[src/rtl/npu_dma_pkg.sv]
// Shared types and constants for the NPU read-DMA engine.
package npu_dma_pkg;

    typedef enum logic [1:0] {
        IDLE       = 2'd0,
        REQ        = 2'd1,
        DRAIN      = 2'd2,
        ABORT_WAIT = 2'd3
    } dma_state_t;

    localparam int WORD_BYTES = 8;

    // The reader only ever issues full-word, single-beat reads.
    localparam logic [7:0] MEM_BYTE_EN_ALL    = 8'hFF;
    localparam logic       MEM_BURST_MODE_OFF = 1'b0;
    localparam logic [3:0] MEM_BURST_LEN_NONE = 4'd0;

endpackage

[src/rtl/npu_dma_reader_if.sv]
// Shared-memory NPU port: valid/ready request with same-cycle read data.
interface npu_dma_reader_if;

    logic        mem_valid;
    logic        mem_ready;
    logic [63:0] mem_address;
    logic        mem_write_enable;
    logic [7:0]  mem_byte_enable;
    logic [63:0] mem_write_data;
    logic        mem_burst_mode;
    logic [3:0]  mem_burst_len;
    logic [63:0] mem_read_data;

    modport master (
        output mem_valid, mem_address, mem_write_enable, mem_byte_enable,
               mem_write_data, mem_burst_mode, mem_burst_len,
        input  mem_ready, mem_read_data
    );

    modport slave (
        input  mem_valid, mem_address, mem_write_enable, mem_byte_enable,
               mem_write_data, mem_burst_mode, mem_burst_len,
        output mem_ready, mem_read_data
    );

endinterface

[src/rtl/npu_dma_fifo.sv]
// Synchronous FIFO with occupancy count and a single-cycle flush.
module npu_dma_fifo #(
    parameter int DEPTH = 8,
    parameter int WIDTH = 65
) (
    input  logic                     clk,
    input  logic                     rst_n,
    input  logic                     flush,
    input  logic                     push,
    input  logic [WIDTH-1:0]         push_data,
    input  logic                     pop,
    output logic [WIDTH-1:0]         pop_data,
    output logic                     full,
    output logic                     empty,
    output logic [$clog2(DEPTH):0]   count
);
    localparam int AW = $clog2(DEPTH);

    logic [WIDTH-1:0] mem_q [DEPTH];
    logic [AW:0]      wr_ptr_q;
    logic [AW:0]      rd_ptr_q;
    logic             do_push;
    logic             do_pop;

    // Pointers carry one extra wrap bit so full and empty are distinguishable.
    assign empty    = (wr_ptr_q == rd_ptr_q);
    assign full     = (wr_ptr_q[AW] != rd_ptr_q[AW]) &&
                      (wr_ptr_q[AW-1:0] == rd_ptr_q[AW-1:0]);
    assign count    = wr_ptr_q - rd_ptr_q;
    assign do_push  = push && !full;
    assign do_pop   = pop && !empty;
    assign pop_data = mem_q[rd_ptr_q[AW-1:0]];

    always_ff @(posedge clk or negedge rst_n) begin
        if (!rst_n) begin
            wr_ptr_q <= '0;
            rd_ptr_q <= '0;
        end else if (flush) begin
            wr_ptr_q <= '0;
            rd_ptr_q <= '0;
        end else begin
            if (do_push) wr_ptr_q <= wr_ptr_q + 1'b1;
            if (do_pop)  rd_ptr_q <= rd_ptr_q + 1'b1;
        end
    end

    // NOTE: storage is deliberately not reset; the pointers alone define validity.
    always_ff @(posedge clk) begin
        if (do_push && !flush) mem_q[wr_ptr_q[AW-1:0]] <= push_data;
    end

endmodule

[src/rtl/npu_dma_reader.sv]
// Read-DMA engine: walks an aligned source region one 64-bit read at a time
// and streams the returned words out through a credit-checked FIFO.
module npu_dma_reader
    import npu_dma_pkg::*;
#(
    parameter int FIFO_DEPTH = 8,
    parameter int LEN_W      = 16
) (
    input  logic             clk,
    input  logic             rst_n,
    input  logic             cfg_start,
    input  logic [63:0]      cfg_src_addr,
    input  logic [LEN_W-1:0] cfg_len,
    input  logic             cfg_abort,
    output logic             busy,
    output logic             done,
    output logic             error,
    output logic             aborted,
    npu_dma_reader_if.master mem,
    output logic             out_valid,
    input  logic             out_ready,
    output logic [63:0]      out_data,
    output logic             out_last
);
    localparam int CNT_W = $clog2(FIFO_DEPTH) + 1;

    dma_state_t       state_q, state_d;
    logic [63:0]      addr_q, addr_d;
    logic [LEN_W-1:0] words_left_q, words_left_d;
    logic             req_q, req_d;
    logic             done_d, error_d, aborted_d;

    logic             fifo_push, fifo_pop, fifo_flush;
    logic             fifo_full, fifo_empty;
    logic [CNT_W-1:0] fifo_count;
    logic [64:0]      fifo_rd_data;

    logic             mem_done;
    logic             last_word;
    logic             last_pop;

    assign mem_done  = req_q && mem.mem_ready;
    assign last_word = (words_left_q == LEN_W'(1));
    assign last_pop  = out_valid && out_ready && out_last;
    assign busy      = (state_q != IDLE);

    // Valid is masked by ready so the memory never samples a completed request twice.
    assign mem.mem_valid        = req_q && !mem.mem_ready;
    assign mem.mem_address      = addr_q;
    assign mem.mem_write_enable = 1'b0;
    assign mem.mem_byte_enable  = MEM_BYTE_EN_ALL;
    assign mem.mem_write_data   = '0;
    assign mem.mem_burst_mode   = MEM_BURST_MODE_OFF;
    assign mem.mem_burst_len    = MEM_BURST_LEN_NONE;

    assign out_valid = !fifo_empty;
    assign out_data  = fifo_rd_data[63:0];
    assign out_last  = !fifo_empty && fifo_rd_data[64];
    assign fifo_pop  = out_valid && out_ready;

    always_comb begin
        // NOTE: every output of this block gets a default first, so no latch can be inferred.
        state_d      = state_q;
        addr_d       = addr_q;
        words_left_d = words_left_q;
        req_d        = req_q;
        done_d       = 1'b0;
        error_d      = 1'b0;
        aborted_d    = 1'b0;
        fifo_push    = 1'b0;
        fifo_flush   = 1'b0;

        case (state_q)
            IDLE: begin
                if (cfg_start) begin
                    if (cfg_src_addr[2:0] != 3'd0) begin
                        error_d = 1'b1;
                    end else if (cfg_len == '0) begin
                        done_d = 1'b1;
                    end else begin
                        addr_d       = cfg_src_addr;
                        words_left_d = cfg_len;
                        state_d      = REQ;
                    end
                end
            end
            REQ: begin
                if (cfg_abort) begin
                    fifo_flush = 1'b1;
                    if (req_q && !mem.mem_ready) begin
                        state_d = ABORT_WAIT;
                    end else begin
                        req_d     = 1'b0;
                        aborted_d = 1'b1;
                        state_d   = IDLE;
                    end
                end else if (mem_done) begin
                    fifo_push    = !fifo_full;
                    req_d        = 1'b0;
                    addr_d       = addr_q + 64'(WORD_BYTES);
                    words_left_d = words_left_q - 1'b1;
                    if (last_word) state_d = DRAIN;
                end else if (!req_q && (fifo_count < CNT_W'(FIFO_DEPTH))) begin
                    req_d = 1'b1;
                end
            end
            DRAIN: begin
                if (cfg_abort) begin
                    fifo_flush = 1'b1;
                    aborted_d  = 1'b1;
                    state_d    = IDLE;
                end else if (last_pop) begin
                    done_d  = 1'b1;
                    state_d = IDLE;
                end
            end
            ABORT_WAIT: begin
                // The outstanding read must still complete; its data is dropped.
                fifo_flush = 1'b1;
                if (mem.mem_ready) begin
                    req_d     = 1'b0;
                    aborted_d = 1'b1;
                    state_d   = IDLE;
                end
            end
            default: state_d = IDLE;
        endcase
    end

    // NOTE: sequential state uses non-blocking assignments so every flop sees pre-edge values.
    always_ff @(posedge clk or negedge rst_n) begin
        if (!rst_n) begin
            state_q      <= IDLE;
            addr_q       <= '0;
            words_left_q <= '0;
            req_q        <= 1'b0;
            done         <= 1'b0;
            error        <= 1'b0;
            aborted      <= 1'b0;
        end else begin
            state_q      <= state_d;
            addr_q       <= addr_d;
            words_left_q <= words_left_d;
            req_q        <= req_d;
            done         <= done_d;
            error        <= error_d;
            aborted      <= aborted_d;
        end
    end

    npu_dma_fifo #(
        .DEPTH (FIFO_DEPTH),
        .WIDTH (65)
    ) u_fifo (
        .clk       (clk),
        .rst_n     (rst_n),
        .flush     (fifo_flush),
        .push      (fifo_push),
        .push_data ({last_word, mem.mem_read_data}),
        .pop       (fifo_pop),
        .pop_data  (fifo_rd_data),
        .full      (fifo_full),
        .empty     (fifo_empty),
        .count     (fifo_count)
    );

endmodule

[src/flat_wrapper.sv]
// flat-port wrapper written by rule: the top's interface ports become plain ports
module npu_dma_reader_flat import npu_dma_pkg::*;
#(
    parameter int FIFO_DEPTH = 8,
    parameter int LEN_W      = 16
)
  (clk, rst_n, cfg_start, cfg_src_addr, cfg_len, cfg_abort, busy, done, error, aborted, out_valid, out_ready, out_data, out_last, mem_mem_valid, mem_mem_address, mem_mem_write_enable, mem_mem_byte_enable, mem_mem_write_data, mem_mem_burst_mode, mem_mem_burst_len, mem_mem_ready, mem_mem_read_data);
  npu_dma_reader_if mem_i ();
  input  logic clk;
  input  logic rst_n;
  input  logic cfg_start;
  input  logic [63:0] cfg_src_addr;
  input  logic [LEN_W-1:0] cfg_len;
  input  logic cfg_abort;
  output logic busy;
  output logic done;
  output logic error;
  output logic aborted;
  output logic out_valid;
  input  logic out_ready;
  output logic [63:0] out_data;
  output logic out_last;
  output wire logic [$bits(mem_i.mem_valid)-1:0] mem_mem_valid;
  output wire logic [$bits(mem_i.mem_address)-1:0] mem_mem_address;
  output wire logic [$bits(mem_i.mem_write_enable)-1:0] mem_mem_write_enable;
  output wire logic [$bits(mem_i.mem_byte_enable)-1:0] mem_mem_byte_enable;
  output wire logic [$bits(mem_i.mem_write_data)-1:0] mem_mem_write_data;
  output wire logic [$bits(mem_i.mem_burst_mode)-1:0] mem_mem_burst_mode;
  output wire logic [$bits(mem_i.mem_burst_len)-1:0] mem_mem_burst_len;
  input wire logic [$bits(mem_i.mem_ready)-1:0] mem_mem_ready;
  input wire logic [$bits(mem_i.mem_read_data)-1:0] mem_mem_read_data;
  assign mem_mem_valid = mem_i.mem_valid;
  assign mem_mem_address = mem_i.mem_address;
  assign mem_mem_write_enable = mem_i.mem_write_enable;
  assign mem_mem_byte_enable = mem_i.mem_byte_enable;
  assign mem_mem_write_data = mem_i.mem_write_data;
  assign mem_mem_burst_mode = mem_i.mem_burst_mode;
  assign mem_mem_burst_len = mem_i.mem_burst_len;
  assign mem_i.mem_ready = mem_mem_ready;
  assign mem_i.mem_read_data = mem_mem_read_data;
  npu_dma_reader #(.FIFO_DEPTH(FIFO_DEPTH), .LEN_W(LEN_W)) u_core (.clk(clk), .rst_n(rst_n), .cfg_start(cfg_start), .cfg_src_addr(cfg_src_addr), .cfg_len(cfg_len), .cfg_abort(cfg_abort), .busy(busy), .done(done), .error(error), .aborted(aborted), .mem(mem_i), .out_valid(out_valid), .out_ready(out_ready), .out_data(out_data), .out_last(out_last));
endmodule
[config.mk]
export PLATFORM = sky130hd
export DESIGN_NAME = npu_dma_reader_flat
export DESIGN_NICKNAME = d
export VERILOG_FILES = /design/src/rtl/npu_dma_pkg.sv /design/src/rtl/npu_dma_reader_if.sv /design/src/rtl/npu_dma_fifo.sv /design/src/rtl/npu_dma_reader.sv /design/src/flat_wrapper.sv
export SDC_FILE = /design/constraint.sdc
export NUM_CORES = 1
export LEC_CHECK = 0
export ABC_AREA = 1
export CAP_MARGIN = 20
export CORE_MARGIN = 1.5
export CORE_UTILIZATION = 58
export CTS_BUF_LIST = sky130_fd_sc_hd__clkbuf_8
export DETAILED_ROUTE_END_ITERATION = 12
export PLACE_DENSITY = 0.92
export SETUP_SLACK_MARGIN = 0.1
export SYNTH_ARGS = -nofsm -noshare
export SYNTH_HDL_FRONTEND = slang
export SYNTH_HIERARCHICAL = 1
export SYNTH_SLANG_ARGS = --single-unit
export TNS_END_PERCENT = 5
[constraint.sdc]
create_clock -name clk -period 6.89 [get_ports clk]
set_input_delay 1.378 -clock clk [delete_from_list [all_inputs] [get_ports clk]]
set_output_delay 1.378 -clock clk [all_outputs]
set_load 0.05 [all_outputs]
Yosys cells after proc, flatten, opt, wreduce, memory -nomap -nowiden
Memories as Yosys holds them, arrays and structs flattened.
Index checks and enable logic that the tools add are counted.
{"block": "word_totals", "register_bits": 94, "ramBits": 520, "in_bits": 150, "out_inout_bits": 213, "wordCells": 114, "mem_count": 1}
{"block": "classes", "add_sub_neg": 5, "magnitude_cmp": 1, "n_eq_ne": 18, "mux": 53, "reduce_logical": 27}
{"name": "u_core.u_fifo.mem_q", "depth": 8, "word_bits": 65, "rd": 1, "rd_clocked_by_memory_dff": 0, "write_ports": 1, "line_no": "npu_dma_fifo.sv:19", "text": "logic [WIDTH-1:0] mem_q [DEPTH];"}
{"op": "$mux W64", "n": 5}
{"op": "$pmux W64 S2", "n": 1}
{"op": "$mux W16", "n": 5}
{"op": "$add A64 B4 Y64 const B", "n": 1}
{"op": "$pmux W16 S2", "n": 1}
{"op": "$mux W1", "n": 22}
{"op": "$mux W2", "n": 10}
{"op": "$eq A16 B1 Y1 const B", "n": 1}
{"op": "$logic_not A16 Y1", "n": 1}
{"op": "$mux W4", "n": 4}
{"op": "$sub A16 B1 Y16 const B", "n": 1}
{"op": "$logic_and A1 B1 Y1", "n": 10}
{"op": "$ne A2 B2 Y1 const B", "n": 5}
{"op": "$reduce_bool A2 Y1", "n": 5}
{"op": "$ne A3 B2 Y1 const B", "n": 3}
{"op": "$add A4 B1 Y4 const B", "n": 2}
{"op": "$pmux W2 S4", "n": 1}
{"op": "$reduce_and A7 Y1", "n": 1}
{"op": "$pmux W1 S2", "n": 3}
{"op": "$reduce_and A6 Y1", "n": 1}
{"op": "$logic_not A1 Y1", "n": 5}
{"op": "$eq A2 B2 Y1 const B", "n": 2}
{"op": "$eq A4 B4 Y1", "n": 1}
{"op": "$lt A4 B4 Y1 const B", "n": 1}
{"op": "other kinds (12)", "n": 12}

Depth between registers and ports, before layout
Gate-level depths: netlist of the first run.
{"block": "depth", "ltp_word": 10, "mapped_depth": 15, "mapped_depth_nobuf": 12}

Modules after synthesis
Netlist of the first run, hierarchy kept.
{"mod": "npu_dma_fifo", "instances": 1, "cells_each": 1833, "area_each_um2": 21247.9, "seq_area_each_um2": 15815.2}
{"mod": "npu_dma_reader", "instances": 1, "cells_each": 1278, "area_each_um2": 7541.0, "seq_area_each_um2": 2152.1}

Worst setup path before layout of the first run
OpenSTA, ideal clock, no wires.
{"block": "synth_timing", "kind": "input-to-reg", "startpoint": "input port cfg_abort", "endpoint": "memory u_core.u_fifo.mem_q[2][0], enable pin", "setup_ns": 0.489, "arrival_time_ns": 4.864, "required_time_ns": 6.401, "slack_ns": 1.537, "path_stages": 5, "n_path_buf": 0, "path_cell_list": "nor2_1 inv_1 nor3_1 nand4_1 nor2_1"}
{"block": "synth_via", "elab_chain_cells": 6, "word_cells_on_any_way": 9, "classes_between": "6 x mux; 3 x reduce/logical"}
{"element": "start: declaration", "line_no": "flat_wrapper.sv:14", "text": "input logic cfg_abort;"}
{"element": "$mux W1", "line_no": "npu_dma_reader.sv:88", "text": "if (cfg_abort) begin"}
{"element": "$mux W1", "line_no": "npu_dma_reader.sv:73", "text": "case (state_q)"}
{"element": "net u_core.fifo_push", "line_no": "npu_dma_reader.sv:33", "text": "logic fifo_push, fifo_pop, fifo_flush;"}
{"element": "$logic_and A1 B1 Y1", "line_no": "npu_dma_fifo.sv:30", "text": "assign do_push = push && !full;"}
{"element": "$logic_and A1 B1 Y1", "line_no": "npu_dma_fifo.sv:49", "text": "if (do_push && !flush) mem_q[wr_ptr_q[AW-1:0]] <= push_data;"}
{"element": "$mux W1", "line_no": "npu_dma_fifo.sv:49"}
{"element": "$mux W1 (not written as such)", "line_no": "npu_dma_fifo.sv:49"}
{"element": "end: declaration", "line_no": "npu_dma_fifo.sv:19"}
The timed path passes the listed nets, and every way through them passes these cells.

Worst setup path after layout of the first run
{"block": "layout_timing", "startpoint": "register u_core.u_fifo.rd_ptr_q[1]", "endpoint": "output port out_data[27]"}
{"block": "layout_via", "elab_chain_cells": 1}
{"element": "start: declaration", "line_no": "npu_dma_fifo.sv:21", "text": "logic [AW:0] rd_ptr_q;"}
{"element": "start signal: assignment", "line_no": "npu_dma_fifo.sv:43", "text": "if (do_pop) rd_ptr_q <= rd_ptr_q + 1'b1;"}
{"element": "$mem_v2 Z8 W65"}
{"element": "end: declaration", "line_no": "flat_wrapper.sv:21", "text": "output logic [63:0] out_data;"}
Every way passes these cells.

==> flow_summary_export.csv, run 1 <==
group,metric,value,unit
timing,min_period_over_period,81.41,%
critical_path,endpoint_kind,"primary output",
cts,cts_hold_buf,0,
route,routed_via_density,5.619,
critical_path,crit_type,"reg2out",
cts,h-tree-depth,3,
placement,dp_hpwl,47720,microns
timing,fmax,178.3,MHz
global_route,antenna_found_initial,2,
floorplanning,core.rowCount,81,
global_route,grt_max_degree,149,
placement,io_buffers,284,
final_layout,nFillCells,3483,
route,vias,23170,
timing,tns,0,ns
critical_path,critPathMaxFanout,80,
cts,numCtsBuffers,98,
cts,clk_latency,0.72,ns
timing,setup_violations,0,
global_route,grt_use_total,30.92,%
floorplanning,die_area,0.05092,sq mm
route,antenna_left,0,
power,ir_drop,0.4507,mV
timing,hold_viol_final,0,
route,wl_met3,8816,microns
synthesis,syn-instance-count,3107,
cts,clk_pin_slew_worst_paths,0.05,ns
synthesis,avgSynthCellArea,9.254,sq um
global_route,grt_pass1_wl,120300,microns
cts,postCtsSetupBuffers,0,
route,drt-met1-wl,28910,microns
cts,cts-resized-gates,0,
critical_path,crit_required,5.51,ns
timing,rsz0062_at_grt,"no",
final_layout,syn_to_final_growth,17.37,%
route,top_layer_used,"met5",
worst_hold_path,hold_class,"reg2reg",
power,powerDensity,433.8,mW/mm^2
timing,slew-limit-headroom,21.66,%
critical_path,cp.arrival,4.23,ns
route,wl_per_cell,19.21,microns
floorplanning,io_pins,363,
global_route,overflow,0,
synthesis,syn_area,0.02875,sq mm
synthesis,ys_warn_count,6,
route,wirelength,79220,microns
route,first_pass_iters,6,
power,fin_total_pwr,14.64,mW
cts,clock-sinks,614,
floorplanning,dieWidth,225.7,microns
final_layout,fin_nets,3538,
floorplanning,start_util,58.74,%
final_layout,drive_above_1_share,5.234,%
timing,final.setup_skew,0.05781,ns
floorplanning,core,0.04895,sq mm
job,max_cap_viol_count,0,
power,leakage,13.45,nW
critical_path,crit_path_start_kind,"flip-flop",
global_route,grt_pass1_vias,22130,
timing,slew_violations,0,
route,route.detailed.drc,0,
route,wl_met2,38190,microns
cts,cts_tree,"yes",
timing,period_minus_slack,5.609,ns
status,status,"finished clean",
route,drtIter0Drc,2833,
cts,clockBufferDepth,3,
floorplanning,die_height,225.7,microns
placement,gp_congestion,0.9589,
cts,cts_root_buffer,"clkbuf_8",
timing,worstMarginPinSlew,1.175,ns
==> path summary, 6_finish.rpt <==
kind	slack (ns)	endpoint	start	cells after the start
setup / recovery	1.28	out_data[27]	u_core/u_fifo/rd_ptr_q[1]	8
hold / removal	0.47	u_core/mem.mem_address[2]	u_core/mem.mem_address[2]	2
setup reg to reg	1.79	u_core/u_fifo/mem_q[7][44]	u_core/u_fifo/rd_ptr_q[1]	10
hold reg to reg	0.47	u_core/mem.mem_address[2]	u_core/mem.mem_address[2]	2
max in group asynchronous	5.03	u_core/mem.mem_address[57]	rst_n	2
min in group asynchronous	0.62	u_core/words_left_q[6]	rst_n	1
==> cell type report <==
class                      instances  area [sq um]  share of cell area [%]
clock inverter                    82         556.8                   1.650
tap                              664         830.8                   2.462
clock buffer                     100          1376                   4.078
timing repair buffer             310          3126                   9.261
multi-input combinational       2214          9354                   27.72
sequential                       614         17980                   53.27
inverter                         138         525.5                   1.557
antenna                            1         2.502                0.007415
==> through the flow <==
step | setup slack (ns) | hold WS (ns) | cell area (sq um) | utilization, % | cells
3_5_place_dp | 1.878 | 0.4551 | 31740 | 64.83 | 3937
5_1_grt | 1.015 | 0.4951 | 33740 | 68.94 | 4122
2_1_floorplan | 1.537 | 0.4846 | 29040 | - | 3183
4_1_cts | 1.250 | 0.4693 | 33670 | 68.78 | 4119
3_3_place_gp | 2.015 | 0.4488 | 31740 | 64.83 | 3937
6_report | 1.281 | 0.4675 | 33750 | 68.94 | 4123
==> cells in the final DEF (no fill, tap or decap), drive strengths merged <==
cell type,instances
a211oi,1
a21oi,9
a221oi,1
a22oi,1
a31oi,3
and3,1
buf,27
bufinv,6
clkbuf,100
clkdlybuf4s50,283
clkinv,40
clkinvlp,1
conb,78
dfrtp,94
diode,1
edfxtp,520
ha,12
inv,173
nand2,813
nand3,102
nand3b,2
nand4,22
nor2,799
nor3,11
nor4,1
o211ai,7
o21ai,318
o22ai,2
o31ai,1
o32ai,1
or2,4
xnor2,2
xor2,23
==> per-layer routing <==
| layer | vias to the layer above | GRT usage (%) |
|---|---|---|
| li1 | 10610 | - |
| met1 | 10780 | 38.41 |
| met2 | 1530 | 51.88 |
| met3 | 245 | 6.922 |
| met4 | 4 | 14.03 |
| met5 | - | 0 |
==> where the power goes <==
group | internal (mW) | switching [mW] | total, mW
clock | 1.60 | 1.49 | 3.09
sequential | 4.34 | 0.516 | 4.86
combinational | 1.95 | 4.74 | 6.69
total | 7.89 | 6.75 | 14.6
==> registers in the layout, indices dropped and copies added, names as in the netlist <==
register / count
u_core/aborted: 1
u_core/done: 1
u_core/error: 1
u_core/mem.mem_address: 64
u_core/req_q: 1
u_core/state_q: 2
u_core/u_fifo/mem_q: 520
u_core/u_fifo/rd_ptr_q: 4
u_core/u_fifo/wr_ptr_q: 4
u_core/words_left_q: 16
==> critical path, cell delays in order, from the launching register on <==
cell	delay (ns)
dfrtp_4	0.74
inv_4	0.83
buf_4	0.67
nor2_1	0.12
o21ai_0	0.13
nand2_1	0.09
nand2_1	0.07
nand2_1	0.13
clkdlybuf4s50_1	0.73
(Power assumes the default switching activity.)
==> run 2, diff against run 1 <==
Settings changed: CORE_UTILIZATION 58 to 52, PLACE_DENSITY 0.92 to 0.88.
Clock period 6.89 ns to 5 ns, I/O delays scaled along.
==> run 2 against run 1 <==
Compared with the run above:
- non-clock buffer count rose by 1
- via count fell by 2.0%
- combinational power rose by 38%
- register-to-register slack got worse by 1.0 ns
- clock-buffer cell count rose by 2
- critical path type unchanged
- highest routed layer unchanged
==> flow_summary_export.csv, run 2 (synthesized netlist as in run 1, its figures left out) <==
group,metric,value,unit
status,status,"finished clean",
cts,numCtsBuffers,98,
final_layout,drive_above_1_share,5.245,%
cts,cts_tree,"yes",
global_route,overflow,0,
critical_path,cp.arrival,3.56,ns
route,first_pass_iters,6,
critical_path,crit_top_cell,"nand2_1",
placement,io_buffers,284,
worst_hold_path,hold_class,"in2async",
cts,cts-resized-gates,0,
timing,fmax,219.1,MHz
route,drtIter0Drc,2412,
critical_path,crit_path_start_kind,"flip-flop",
final_layout,largest_reg_flops,520,
power,fin_total_pwr,19.95,mW
critical_path,cp_cell_sequence,"inv_4 > buf_12 > nor2_1 > o21ai_0 > nand2_1 > nand2_1 > nand2_1 > clkdlybuf4s50_1",
placement,gp_congestion,1.015,
cts,clk_latency,0.70,ns
cts,clockBufferDepth,3,
timing,hold_viol_final,0,
critical_path,endpoint_kind,"primary output",
critical_path,critPathMaxFanout,130,
final_layout,nFillCells,4225,
power,powerDensity,591.6,mW/mm^2
final_layout,final_common_cell,"nand2_1",
timing,slew_violations,0,
timing,worstMarginPinSlew,1.162,ns
floorplanning,io_pins,363,
route,route.detailed.drc,0,
cts,cts_hold_buf,0,
route,vias,22700,
critical_path,crit_required,4.00,ns
cts,clock-sinks,614,
floorplanning,die_height,238.1,microns
cts,postCtsSetupBuffers,0,
critical_path,cp_slowest_cell,"clkdlybuf4s50_1",
route,wirelength,78220,microns
final_layout,final_cell_mix,"nand2_1, nor2_1, edfxtp_1, clkdlybuf4s50_1, o21ai_0",
critical_path,critPathMaxStageDelay,0.83,ns
cts,cts_root_buffer,"clkbuf_8",
timing,slew-limit-headroom,22.56,%
timing,setup_violations,0,
final_layout,syn_to_final_growth,17.27,%
route,routed_via_density,5.463,
floorplanning,start_util,52.39,%
power,ir_drop,0.6271,mV
timing,final.setup_skew,0.04742,ns
global_route,grt_pass1_vias,21650,
final_layout,final_util,61.44,%
placement,dp_hpwl,46940,microns
floorplanning,die_area,0.05671,sq mm
cts,h-tree-depth,3,
job,max_cap_viol_count,0,
route,wl_per_cell,18.82,microns
floorplanning,core.rowCount,86,
global_route,grt_pass1_wl,117800,microns
global_route,grt_max_degree,140,
critical_path,crit_type,"reg2out",
timing,period_minus_slack,4.564,ns
route,antenna_left,0,
final_layout,fin_nets,3539,
floorplanning,core,0.05488,sq mm
timing,rsz0062_at_grt,"no",
timing,min_period_over_period,91.28,%
global_route,grt_use_total,26.97,%
global_route,antenna_found_initial,6,
cts,clk_pin_slew_worst_paths,0.06,ns
power,leakage,13.44,nW
floorplanning,dieWidth,238.1,microns
==> run 2: cell count changes in the layout (fill, tap and decap cells not counted), sizes merged <==
cell,change
clkinv,-6
bufinv,-3
clkbuf,+2
buf,+1
clkinvlp,-1
==> run 2: stage by stage <==
stage,area [sq um],instances,TNS (ns),worst slack [ns],hold WS [ns]
after floorplan,29040,3183,-142.84,-0.2758,0.4846
after global placement,31860,3980,0,0.6648,0.4520
after detailed placement,31860,3980,0,0.5904,0.4575
after CTS,33690,4154,0,0.4356,0.3750
after global routing,33720,4155,0,0.3321,0.4135
final,33720,4156,0,0.4361,0.3861
==> run 2: final timing paths <==
check	endpoint	slack [ns]	depth (start not counted)	from
hold reg to reg	u_core/mem.mem_address[1]	0.47	2	u_core/mem.mem_address[1]
max in group asynchronous	u_core/mem.mem_address[53]	3.59	2	rst_n
setup / recovery	out_data[56]	0.44	8	u_core/u_fifo/rd_ptr_q[1]
setup reg to reg	u_core/u_fifo/mem_q[5][10]	0.76	9	u_core/state_q[1]
min in group clk	u_core/mem.mem_address[1]	0.47	2	u_core/mem.mem_address[1]
hold / removal	u_core/mem.mem_address[16]	0.39	1	rst_n
==> run 2: final cells by class <==
class	count	area (sq um)	share of cell area (%)
well taps	704	880.8	2.612
repair buffers	311	3151	9.344
inverters	138	525.5	1.558
clock buffers	102	1404	4.163
flip-flops and latches	614	17980	53.31
clock inverters	72	425.4	1.262
multi-input cells	2214	9354	27.74
diodes	1	2.502	0.007421
==> run 2: metal layers <==
layer  GRT usage [%]  part of all wire [%]
met1           33.22                    37
met5               0                 0.082
met2           45.47                    49
met4           12.77                   4.3
met3           5.715                   9.9
==> run 2: power breakdown <==
group / switching (mW) / total, mW / leakage (nW) / internal [mW]
clock network: 1.97 / 4.03 / 1.07 / 2.06
logic: 6.55 / 9.26 / 6.52 / 2.71
registers: 0.680 / 6.66 / 5.85 / 5.98
==> run 2: critical path: cells and delay by family, from the launching register on <==
kind	cells	cell delay [ns]
buffers and inverters	3	1.13
flip-flops	1	0.77
AND/OR/NAND/NOR	4	0.63
AO/OA/AOI/OAI	1	0.12
